## config.mk

```make
export PLATFORM = sky130hd
export DESIGN_NAME = systolic_ctrl
export DESIGN_NICKNAME = d
export VERILOG_FILES = /design/src/rtl/systolic_ctrl.sv
export SDC_FILE = /design/constraint.sdc
export NUM_CORES = 1
export LEC_CHECK = 0
export ABC_AREA = 1
export CAP_MARGIN = 10
export CORE_ASPECT_RATIO = 1.5
export CORE_UTILIZATION = 51
export CTS_BUF_LIST = sky130_fd_sc_hd__clkbuf_4
export DETAILED_ROUTE_END_ITERATION = 10
export PLACE_DENSITY = 0.95
export SYNTH_ARGS = -nofsm -noshare
export SYNTH_HDL_FRONTEND = slang
export SYNTH_SLANG_ARGS = --single-unit
```

## constraint.sdc

```tcl
create_clock -name CLK -period 6.1 [get_ports CLK]
set_input_delay 1.83 -clock CLK [delete_from_list [all_inputs] [get_ports CLK]]
set_output_delay 1.83 -clock CLK [all_outputs]
set_load 0.05 [all_outputs]
```

## src/rtl/systolic_ctrl.sv

```systemverilog
// Sequencer for the weight-stationary PE chain: weight load, settle, input stream, drain, done.
// Optional run-length counter enabled by defining SYSTOLIC_CTRL_PERF_CNT_EN.
module systolic_ctrl #(
  parameter int NUM_ROW    = 8,
  parameter int BIT_ROW_ID = 3,
  parameter int BIT_DATA   = 8,
  parameter int BIT_ADDR   = 8
) (
  input  logic                  CLK,
  input  logic                  RSTN,
  input  logic                  Start,
  input  logic                  Skip_W,
  input  logic [BIT_ADDR-1:0]   Num_Vec,
  input  logic [BIT_ADDR-1:0]   W_Base,
  input  logic [BIT_ADDR-1:0]   I_Base,
  input  logic [BIT_ADDR-1:0]   O_Base,
  output logic                  Busy,
  output logic                  Done,
  output logic                  W_Rd_En,
  output logic [BIT_ADDR-1:0]   W_Rd_Addr,
  input  logic [BIT_DATA-1:0]   W_Rd_Data,
  output logic                  I_Rd_En,
  output logic [BIT_ADDR-1:0]   I_Rd_Addr,
  input  logic [BIT_DATA-1:0]   I_Rd_Data,
  output logic [BIT_DATA-1:0]   Data_W_Out,
  output logic                  EN_W_Out,
  output logic [BIT_ROW_ID-1:0] EN_ID_Out,
  output logic [BIT_DATA-1:0]   Data_I_Out,
  output logic [BIT_ADDR-1:0]   Addr_P_Out,
  output logic                  Valid_P_Out,
  output logic [31:0]           Cycle_Cnt
);

  // Counter must hold both vector indices and the NUM_ROW+1 drain length.
  localparam int CW = (BIT_ADDR > $clog2(NUM_ROW + 1)) ? BIT_ADDR : $clog2(NUM_ROW + 1);

  typedef enum logic [2:0] {
    IDLE,
    LOAD_W,
    W_WAIT,
    STREAM,
    DRAIN,
    DONE
  } state_t;

  state_t              state_q, state_d;
  logic [CW-1:0]       cnt_q, cnt_d;
  logic                accept;
  logic [BIT_ADDR-1:0] num_vec_q, w_base_q, i_base_q, o_base_q;
  logic                last_row, last_vec, last_drain;

  assign last_row   = (cnt_q == CW'(NUM_ROW - 1));
  assign last_vec   = (cnt_q == (CW'(num_vec_q) - CW'(1)));
  assign last_drain = (cnt_q == CW'(NUM_ROW));

  always_ff @(posedge CLK or negedge RSTN) begin
    if (!RSTN) begin
      state_q <= IDLE;
      cnt_q   <= '0;
    end else begin
      state_q <= state_d;
      cnt_q   <= cnt_d;
    end
  end

  always_comb begin
    state_d = state_q;
    cnt_d   = cnt_q;
    accept  = 1'b0;
    case (state_q)
      IDLE: begin
        if (Start) begin
          accept = 1'b1;
          cnt_d  = '0;
          if (!Skip_W)             state_d = LOAD_W;
          else if (Num_Vec != '0)  state_d = STREAM;
          else                     state_d = DONE;
        end
      end
      LOAD_W: begin
        if (last_row) begin
          cnt_d   = '0;
          state_d = W_WAIT;
        end else begin
          cnt_d = cnt_q + CW'(1);
        end
      end
      W_WAIT: begin
        if (last_row) begin
          cnt_d   = '0;
          state_d = (num_vec_q != '0) ? STREAM : DONE;
        end else begin
          cnt_d = cnt_q + CW'(1);
        end
      end
      STREAM: begin
        if (last_vec) begin
          cnt_d   = '0;
          state_d = DRAIN;
        end else begin
          cnt_d = cnt_q + CW'(1);
        end
      end
      DRAIN: begin
        if (last_drain) begin
          cnt_d   = '0;
          state_d = DONE;
        end else begin
          cnt_d = cnt_q + CW'(1);
        end
      end
      DONE:    state_d = IDLE;
      default: state_d = IDLE;
    endcase
  end

  always_ff @(posedge CLK or negedge RSTN) begin
    if (!RSTN) begin
      num_vec_q <= '0;
      w_base_q  <= '0;
      i_base_q  <= '0;
      o_base_q  <= '0;
    end else if (accept) begin
      num_vec_q <= Num_Vec;
      w_base_q  <= W_Base;
      i_base_q  <= I_Base;
      o_base_q  <= O_Base;
    end
  end

  assign Busy      = (state_q != IDLE);
  assign Done      = (state_q == DONE);
  assign W_Rd_En   = (state_q == LOAD_W);
  assign I_Rd_En   = (state_q == STREAM);
  assign W_Rd_Addr = W_Rd_En ? (w_base_q + BIT_ADDR'(cnt_q)) : '0;
  assign I_Rd_Addr = I_Rd_En ? (i_base_q + BIT_ADDR'(cnt_q)) : '0;

  // Tags are delayed one cycle so they line up with the buffer read data.
  always_ff @(posedge CLK or negedge RSTN) begin
    if (!RSTN) begin
      EN_W_Out    <= 1'b0;
      EN_ID_Out   <= '0;
      Valid_P_Out <= 1'b0;
      Addr_P_Out  <= '0;
    end else begin
      EN_W_Out    <= W_Rd_En;
      EN_ID_Out   <= W_Rd_En ? BIT_ROW_ID'(cnt_q) : '0;
      Valid_P_Out <= I_Rd_En;
      Addr_P_Out  <= I_Rd_En ? (o_base_q + BIT_ADDR'(cnt_q)) : '0;
    end
  end

  assign Data_W_Out = W_Rd_Data;
  assign Data_I_Out = I_Rd_Data;

`ifdef SYSTOLIC_CTRL_PERF_CNT_EN
  logic [31:0] cycle_cnt_q;

  always_ff @(posedge CLK or negedge RSTN) begin
    if (!RSTN)       cycle_cnt_q <= '0;
    else if (accept) cycle_cnt_q <= '0;
    else if (Busy)   cycle_cnt_q <= cycle_cnt_q + 32'd1;
  end

  assign Cycle_Cnt = cycle_cnt_q;
`else
  assign Cycle_Cnt = '0;
`endif

endmodule
```

==> results of run 1 <==
-- path summary, 6_finish.rpt --
path | cells past startpoint | slack (ns) | endpoint
worst max register to register | 10 | 3.87 | Addr_P_Out[6]
worst min register to register | 1 | 0.53 | o_base_q[4]
worst min-delay path | 1 | 0.53 | o_base_q[4]
max in group asynchronous | 2 | 4.10 | w_base_q[4]
worst max-delay path | 10 | 0.94 | I_Rd_Addr[6]
min in group asynchronous | 2 | 1.54 | i_base_q[2]
-- metrics by stage --
step                total power, mW  area, sq um  std cells
floorplan                      1.82         4070        504
global placement               2.11         4450        616
detailed placement             2.19         4450        616
CTS                            2.40         4530        624
global route                   2.58         4530        624
finish                         2.40         4530        624
-- flip-flops by register name (all words and copies together), names as in the netlist --
register,count
state_q,3
num_vec_q,8
Addr_P_Out,8
o_base_q,8
w_base_q,8
EN_W_Out,1
cnt_q,8
Valid_P_Out,1
EN_ID_Out,3
i_base_q,8
-- layer usage --
metal | global-route usage, % | up-vias | wire length, um | part of all wire, %
met5 | 0 | - | 0 | 0
met4 | 13.2 | 0 | 170 | 2.0
li1 | - | 1565 | - | -
met2 | 43.4 | 152 | 4830 | 55
met1 | 23.4 | 1555 | 3180 | 37
met3 | 4.86 | 23 | 522 | 6.0
-- final cells by class --
class                           count  area (sq um)
Clock buffer                        5          37.5
Multi-Input combinational cell    338          2040
Timing Repair Buffer               69           683
Tap cell                          100           125
Clock inverter                      3          42.5
Fill cell                         611          2840
Inverter                           53           199
Sequential cell                    56          1400
-- cells in the final DEF, fill, tap and decap left out, types with 2 or more instances in the layout --
master and n:
a21oi_1 30, clkbuf_4 5, clkdlybuf4s50_1 67, conb_1 32
dfrtp_1 56, fa_1 3, ha_1 25, inv_1 46
inv_2 7, mux2_1 4, mux2_2 20, nand2_1 81
nand2_2 7, nand3_1 19, nand4_1 8, nor2_1 35
nor2_2 4, nor3_1 2, nor3_4 2, o21a_1 3
o21ai_0 33, o21ai_1 4, o21bai_1 3, xnor2_1 8
xor2_1 6
-- where the power goes --
part	switching (mW)	internal, mW
sequential	0.150	0.526
combinational	0.981	0.538
clock	0.122	0.0856
-- logic make-up (layout without fill, tap and decap cells) --
group | count (synthesis) | in the layout
buf+inv | 110 | 130
mux | 24 | 24
compound gates | 78 | 78
xor+xnor | 14 | 14
fa+ha+maj | 28 | 28
simple gates | 162 | 162
flops | 56 | 56
other cells | 1 | 32
==> impl_metrics.toml, run 1 <==
[run_status]
outcome = "finished, final reports clean"

[detailed_routing]
wl_um = 8710
drt_first_pass_iters = 4
routedWlPerCell_um = 14.0
drc = 0
first_iter_violations = 194
vias_per_cell = 5.28
num_vias = 3295
ant_nets = 0

[grt]
grt_pass1_vias = 3293
grt_pass1_wl_um = 14300
grtUsageTotal_pct = 23.3
grt_max_degree = 57
grt_remaining_overflow = 0
antenna_found_initial = 0

[cts]
ctsHoldBuffers = 0
post-cts-setup-buffers = 0
cts_resized = 0
cts_inserted_buffers = 5
clock-sinks = 56
clkLatencyLatePin_ns = 0.40
htreeDepth = 2
cts_tree = "built"
clock_path_buffers = 2
cts_root_buf = "clkbuf_4"
clk_pin_slew_ns = 0.17

[yosys]
synthMuxAreaShare_pct = 6.84
synth-edff-count = 0
synth_area_sq_um = 3950
synthTopCellsByArea = "dfrtp_1 35%, buf_4 9.9%, ha_1 7.9%"
synthFlopType = "dfrtp_1"
yosys_warnings = 0
synth.yosys.seq_area_share_pct = 35.5
synth_top_area_share_pct = 35.5
synth_fa_ha_area_share_pct = 9.44
synth_xor_area_share_pct = 3.10
synth-compound-area-share_pct = 10.9
synth_top_family_by_area = "simple AND/OR/NAND/NOR gates"
async_flop_share_pct = 100
synth_commonest_cells = "81 x nand2_1, 56 x dfrtp_1, 52 x buf_4"
synth-simple-area-share_pct = 18.5
synth.avg_cell_area_sq_um = 8.35
synth_cell_types = 35
synth_top_cell_by_area = "dfrtp_1"
yosysMostFrequentCell = "nand2_1"
syn-instance-count = 473
ys_ff_latch = 56

[die]
start_util_pct = 53.6
io_pins = 133
coreArea_sq_um = 7370
rows = 38
die_x_um = 73.9
die_y_um = 110
die-area_sq_um = 8110

[layout]
final_nets = 603
area_delta_synth_final_pct = 14.8
drive_gt1_share_pct = 10.5
final_util_pct = 61.5
n_antenna_cell = 0

[timing]
rsz0062_at_grt = "no"
clock_skew_ns = 0.0148
hold_ws_ns = 0.529
finalSetupTns_ns = 0
fin_crit_sh_pct = 84.5
setup_viol_count_final = 0
slew_violations = 0
min_period_ns = 5.16
hold_violations = 0
max_freq_mhz = 194
tightestPinTransition_ns = 0.848
maxSlewHeadroom_pct = 43.2
finalWorstSetupSlack_ns = 0.944

[critical_path]
worstPathRequired_ns = 4.27
slowest_stage = "clkdlybuf4s50_1"
crit_family = "buffers and inverters"
crit_buf_inv = 2
startpoint = "cnt_q[0]"
worst_setup_path_start_kind = "flip-flop"
worst-endpoint-arrival_ns = 3.33
endpoint_kind = "primary output"
crit_fanout = 8
rr_startpoint = "cnt_q[0]"
max_stage_delay_ns = 0.87
crit_chain = "ha_1 -> fa_1 -> nand2_1 -> inv_1 -> o21ai_0 -> nand2_1 -> a21oi_1 -> o21bai_1 -> a21oi_1 -> clkdlybuf4s50_1"
path_class = "flip-flop to primary output"

[pwr]
p_per_area_nw_per_um2 = 530
ir_drop_mv = 0.244
p_leak_nw = 2.25

[placement]
place_ws_ns = 1.45
dpl.hpwl_um = 6650
io_buffers = 68
gp_congestion = 0.945

[min_path]
hold_start = "o_base_q[4]"
hold_class = "flip-flop to flip-flop"

[flow_run]
maxCapViolCount = 0
No activity file was read; power rests on OpenSTA's default activity.
==> run 2, diff against run 1 <==
CORE_UTILIZATION = 43   (was 51)
PLACE_DENSITY = 0.89   (was 0.95)
clock period = 4.3 ns   (was 6.1 ns; I/O delays follow)
==> run 2 against run 1 <==
  * Via count down 0.49%
  * Combinational power up 47%
  * Sequential share of layout area down 0.25 points
  * Worst hold slack better by 0.0026 ns
  * Final area up 0.80%
  * Die area up 18%
  * Clock skew about the same
  * Clock-buffer cell count unchanged
  * Final cell count up 2.6%
  * Sequential cell count unchanged
  * Clock power up 18%
  * Critical path type unchanged
  * Critical endpoint is now I_Rd_Addr[4]
  * Largest cell class unchanged
  * Largest power group unchanged
==> impl_metrics.toml, run 2 (same netlist as run 1, synthesis figures left out) <==
[grt]
grt_max_degree = 41
grt_remaining_overflow = 0
grt_pass1_vias = 3141
grtUsageTotal_pct = 20.0
grt_pass1_wl_um = 14700
antenna_found_initial = 0

[placement]
place_ws_ns = 0.446
gp_congestion = 0.891
io_buffers = 68
dpl.hpwl_um = 6980
dpl.cell_count = 632

[critical_path]
worstPathRequired_ns = 3.01
crit_fanout = 3
worst-endpoint-arrival_ns = 2.86
worst_setup_path_start_kind = "flip-flop"
path_class = "flip-flop to primary output"
endpoint_kind = "primary output"

[cts]
cts_root_buf = "clkbuf_4"
clock-sinks = 56
cts_tree = "built"
clkLatencyLatePin_ns = 0.40
clock_path_buffers = 2
cts_inserted_buffers = 5
clk_pin_slew_ns = 0.17
ctsHoldBuffers = 0
htreeDepth = 2

[detailed_routing]
wl_um = 8980
drc = 0
num_vias = 3279
routedWlPerCell_um = 14.0
ant_nets = 0
vias_per_cell = 5.12
first_iter_violations = 175
drt_first_pass_iters = 4

[pwr]
p_clk_share_pct = 7.2
p_comb_share_pct = 65.6
p_int_mw = 1.60
p_per_area_nw_per_um2 = 744
ir_drop_mv = 0.337
p_seq_share_pct = 27.2
switching_share_pct = 52.9
switchingPower_mw = 1.80
p_leak_nw = 2.30

[layout]
final_util_pct = 51.5
drive_gt1_share_pct = 11.7
area_delta_synth_final_pct = 15.7
final_nets = 609
n_antenna_cell = 0
layoutNonFillerInstCount = 640
final_cell_mix = "81 x nand2_1, 64 x clkdlybuf4s50_1, 56 x dfrtp_1"
final_common_cell = "nand2_1"

[timing]
clock_skew_ns = 0.0151
setup_viol_count_final = 0
slew_violations = 0
finalSetupTns_ns = 0
maxSlewHeadroom_pct = 42.6
min_period_ns = 4.15
max_freq_mhz = 241
fin_crit_sh_pct = 96.6
finalWorstSetupSlack_ns = 0.148
hold_violations = 0
rsz0062_at_grt = "no"
tightestPinTransition_ns = 0.858

[die]
die_y_um = 119
die_x_um = 80.3
coreArea_sq_um = 8880
die-area_sq_um = 9580
start_util_pct = 44.5
io_pins = 133
rows = 42

[run_status]
outcome = "finished, final reports clean"

[min_path]
hold_class = "flip-flop to flip-flop"

[flow_run]
maxCapViolCount = 0
==> run 2: changes by cell type in the layout (fill, tap and decap cells not counted) <==
| cell | previous run | this run |
|---|---|---|
| clkdlybuf4s50_1 | 67 | 64 |
| buf_4 | 1 | 8 |
| clkinv_4 | 0 | 1 |
| clkinvlp_4 | 1 | 0 |
| inv_6 | 0 | 1 |
| dlygate4sd2_1 | 0 | 1 |
| dlymetal6s2s_1 | 0 | 1 |
| bufinv_16 | 1 | 0 |
==> run 2: layer usage <==
metal  share of wire [%]  GRT usage, %
met2                  56          38.0
met1                  37          21.0
met5                   0             0
met4                 2.1          8.37
met3                 4.9          3.22
==> run 2: timing repair <==
action                     4_1_cts  5_1_grt
setup buffers                    0        0
pin swaps                        0        0
setup endpoints to repair        1        1
cloned                           0        0
hold endpoints to repair         0        0
gates resized for setup          1        1
==> run 2: worst max-delay path, cell delays in order (launching register included) <==
cell and delay, ns:
dfrtp_1 0.41, ha_1 0.23, fa_1 0.39, nand2_1 0.08
inv_1 0.05, o21ai_0 0.17, nand2_1 0.13, a21oi_1 0.19
clkdlybuf4s50_1 0.82
==> run 2: final cells by class <==
type	count	area, sq um
fill	796	4310
multi-input combinational	338	2040
sequential	56	1400
timing repair buffer	75	727
inverter	53	199
tap	110	138
clock buffer	5	37.5
clock inverter	3	22.5
==> run 2: through the flow <==
stage	cell area, sq um	power [mW]	hold WS [ns]
global placement	4510	3.05	0.479
detailed placement	4510	3.15	0.490
finish	4570	3.40	0.532
global route	4570	3.66	0.547
floorplan	4070	2.58	0.468
CTS	4570	3.40	0.528
==> run 2: final timing paths <==
check,start,end,slack (ns),depth (start not counted)
min in group asynchronous,RSTN,Addr_P_Out[5],0.96,1
hold / removal,o_base_q[4],o_base_q[4],0.53,1
setup / recovery,cnt_q[0],I_Rd_Addr[4],0.15,8
setup reg to reg,cnt_q[0],Addr_P_Out[6],2.14,11
max in group asynchronous,RSTN,state_q[2],2.56,2
hold reg to reg,o_base_q[4],o_base_q[4],0.53,1
==> run 2: power groups by stage <==
stage / Combinational (mW) / Sequential (mW) / Clock [mW]
finish: 2.23 / 0.927 / 0.245
global route: 2.43 / 0.955 / 0.276
CTS: 2.22 / 0.927 / 0.252
detailed placement: 2.21 / 0.939 / 0
global placement: 2.13 / 0.925 / 0
floorplan: 1.51 / 1.07 / 0
==> run 3, diff against run 2 <==
MAX_ROUTING_LAYER = met4   (was default)
==> run 3 against run 2 <==
  * Sequential cell count unchanged
  * Register-to-register slack improved by 0.05 ns
  * Non-clock buffer count decreased by 1
  * Worst hold slack improved by 0.0017 ns
  * Final area unchanged
  * Worst setup slack improved by 0.10 ns
  * Sequential power increased by 0.8%
  * Clock-buffer cell count unchanged
  * Critical path type unchanged
  * Highest routed layer unchanged
==> impl_metrics.toml, run 3 (same netlist as run 1, synthesis figures left out) <==
[detailed_routing]
num_vias = 3178
wl_um = 8690
routedWlPerCell_um = 13.6
drc = 0
ant_nets = 0
first_iter_violations = 100
drt_first_pass_iters = 4
vias_per_cell = 4.97

[timing]
tightestPinTransition_ns = 0.869
finalWorstSetupSlack_ns = 0.249
hold_ws_ns = 0.534
setup_viol_count_final = 0
clock_skew_ns = 0.00734
rsz0062_at_grt = "no"
hold_violations = 0
maxSlewHeadroom_pct = 41.9
fin_crit_sh_pct = 94.2
finalSetupTns_ns = 0
min_period_ns = 4.05
slew_violations = 0
max_freq_mhz = 247

[layout]
drive_gt1_share_pct = 11.5
area_delta_synth_final_pct = 15.7
final_common_cell = "nand2_1"
multiInputGateArea_sq_um = 2040
fillers = 809
final_cell_mix = "81 x nand2_1, 62 x clkdlybuf4s50_1, 56 x dfrtp_1"
final_util_pct = 51.5
seq_area_sq_um = 1400
n_antenna_cell = 0
final_nets = 608
design_area_sq_um = 4570
layoutNonFillerInstCount = 639

[grt]
grtUsageTotal_pct = 20.5
antenna_found_initial = 0
grt_remaining_overflow = 0
grt_pass1_vias = 3187
grt_pass1_wl_um = 14700
grt_max_degree = 41

[cts]
cts_tree = "built"
clock_path_buffers = 2
ctsHoldBuffers = 0
cts_resized = 0
htreeDepth = 2
clk_pin_slew_ns = 0.16
clock-sinks = 56
post-cts-setup-buffers = 0
cts_inserted_buffers = 5
clkLatencyLatePin_ns = 0.40
cts_root_buf = "clkbuf_4"

[pwr]
p_clk_share_pct = 7.1
p_int_mw = 1.59
p_per_area_nw_per_um2 = 737
p_leak_nw = 2.34
p_comb_share_pct = 65.1
switchingPower_mw = 1.78
p_total_mw = 3.37
p_seq_share_pct = 27.7
switching_share_pct = 52.7
ir_drop_mv = 0.306

[critical_path]
path_class = "flip-flop to primary output"
endpoint_kind = "primary output"
endpoint = "I_Rd_Addr[4]"
worst_setup_path_start_kind = "flip-flop"
reg2reg_depth = 11
crit_fanout = 3
rr_startpoint = "cnt_q[0]"
r2r_slack_ns = 2.19
r2r_end = "Addr_P_Out[6]"
startpoint = "cnt_q[0]"
worstPathRequired_ns = 3.01
worst-endpoint-arrival_ns = 2.76

[placement]
place_ws_ns = 0.519
gp_congestion = 0.902
dpl.hpwl_um = 6880
io_buffers = 68
dpl.cell_count = 631
place_area_sq_um = 4500

[die]
die_x_um = 80.3
start_util_pct = 44.5
rows = 42
die_y_um = 119
coreArea_sq_um = 8880
io_pins = 133
die-area_sq_um = 9580

[flow_run]
maxCapViolCount = 0

[min_path]
hold_class = "flip-flop to flip-flop"

[run_status]
outcome = "finished, final reports clean"
-- run 3: cell type report --
cell class                      instances  share of cell area [%]
Timing Repair Buffer                   74                    15.9
Multi-Input combinational cell        338                    44.7
Sequential cell                        56                    30.7
Clock buffer                            5                   0.821
Inverter                               53                    4.35
Tap cell                              110                    3.01
Clock inverter                          3                   0.465
-- run 3: worst min path at each step --
stage	start	endpoint	slack (ns)	cells after the start
5_1_grt	i_base_q[0]	i_base_q[0]	0.56	1
2_1_floorplan	o_base_q[4]	o_base_q[4]	0.47	1
6_report	w_base_q[3]	w_base_q[3]	0.53	1
3_3_place_gp	o_base_q[4]	o_base_q[4]	0.48	1
4_1_cts	o_base_q[5]	o_base_q[5]	0.54	1
3_5_place_dp	o_base_q[5]	o_base_q[5]	0.50	1
-- run 3: per-layer routing --
metal | part of all wire (%) | GRT usage, %
met2 | 55 | 38.4
met3 | 4.2 | 2.84
met4 | 2.7 | 7.70
met5 | 0 | -
met1 | 38 | 21.2
-- run 3: power groups by stage --
stage,clock network (mW),logic [mW],registers (mW)
after global routing,0.271,2.42,0.964
after CTS,0.249,2.20,0.936
after detailed placement,0,2.19,0.950
final,0.241,2.19,0.934
after floorplan,0,1.51,1.07
after global placement,0,2.12,0.933
-- run 3: critical path, cell delays in order, from the launching register on --
cell and delay [ns]:
dfrtp_1 0.41, ha_1 0.23, fa_1 0.39, nand2_1 0.07, inv_1 0.04, o21ai_0 0.15
nand2_1 0.11, a21oi_1 0.15, clkdlybuf4s50_1 0.81
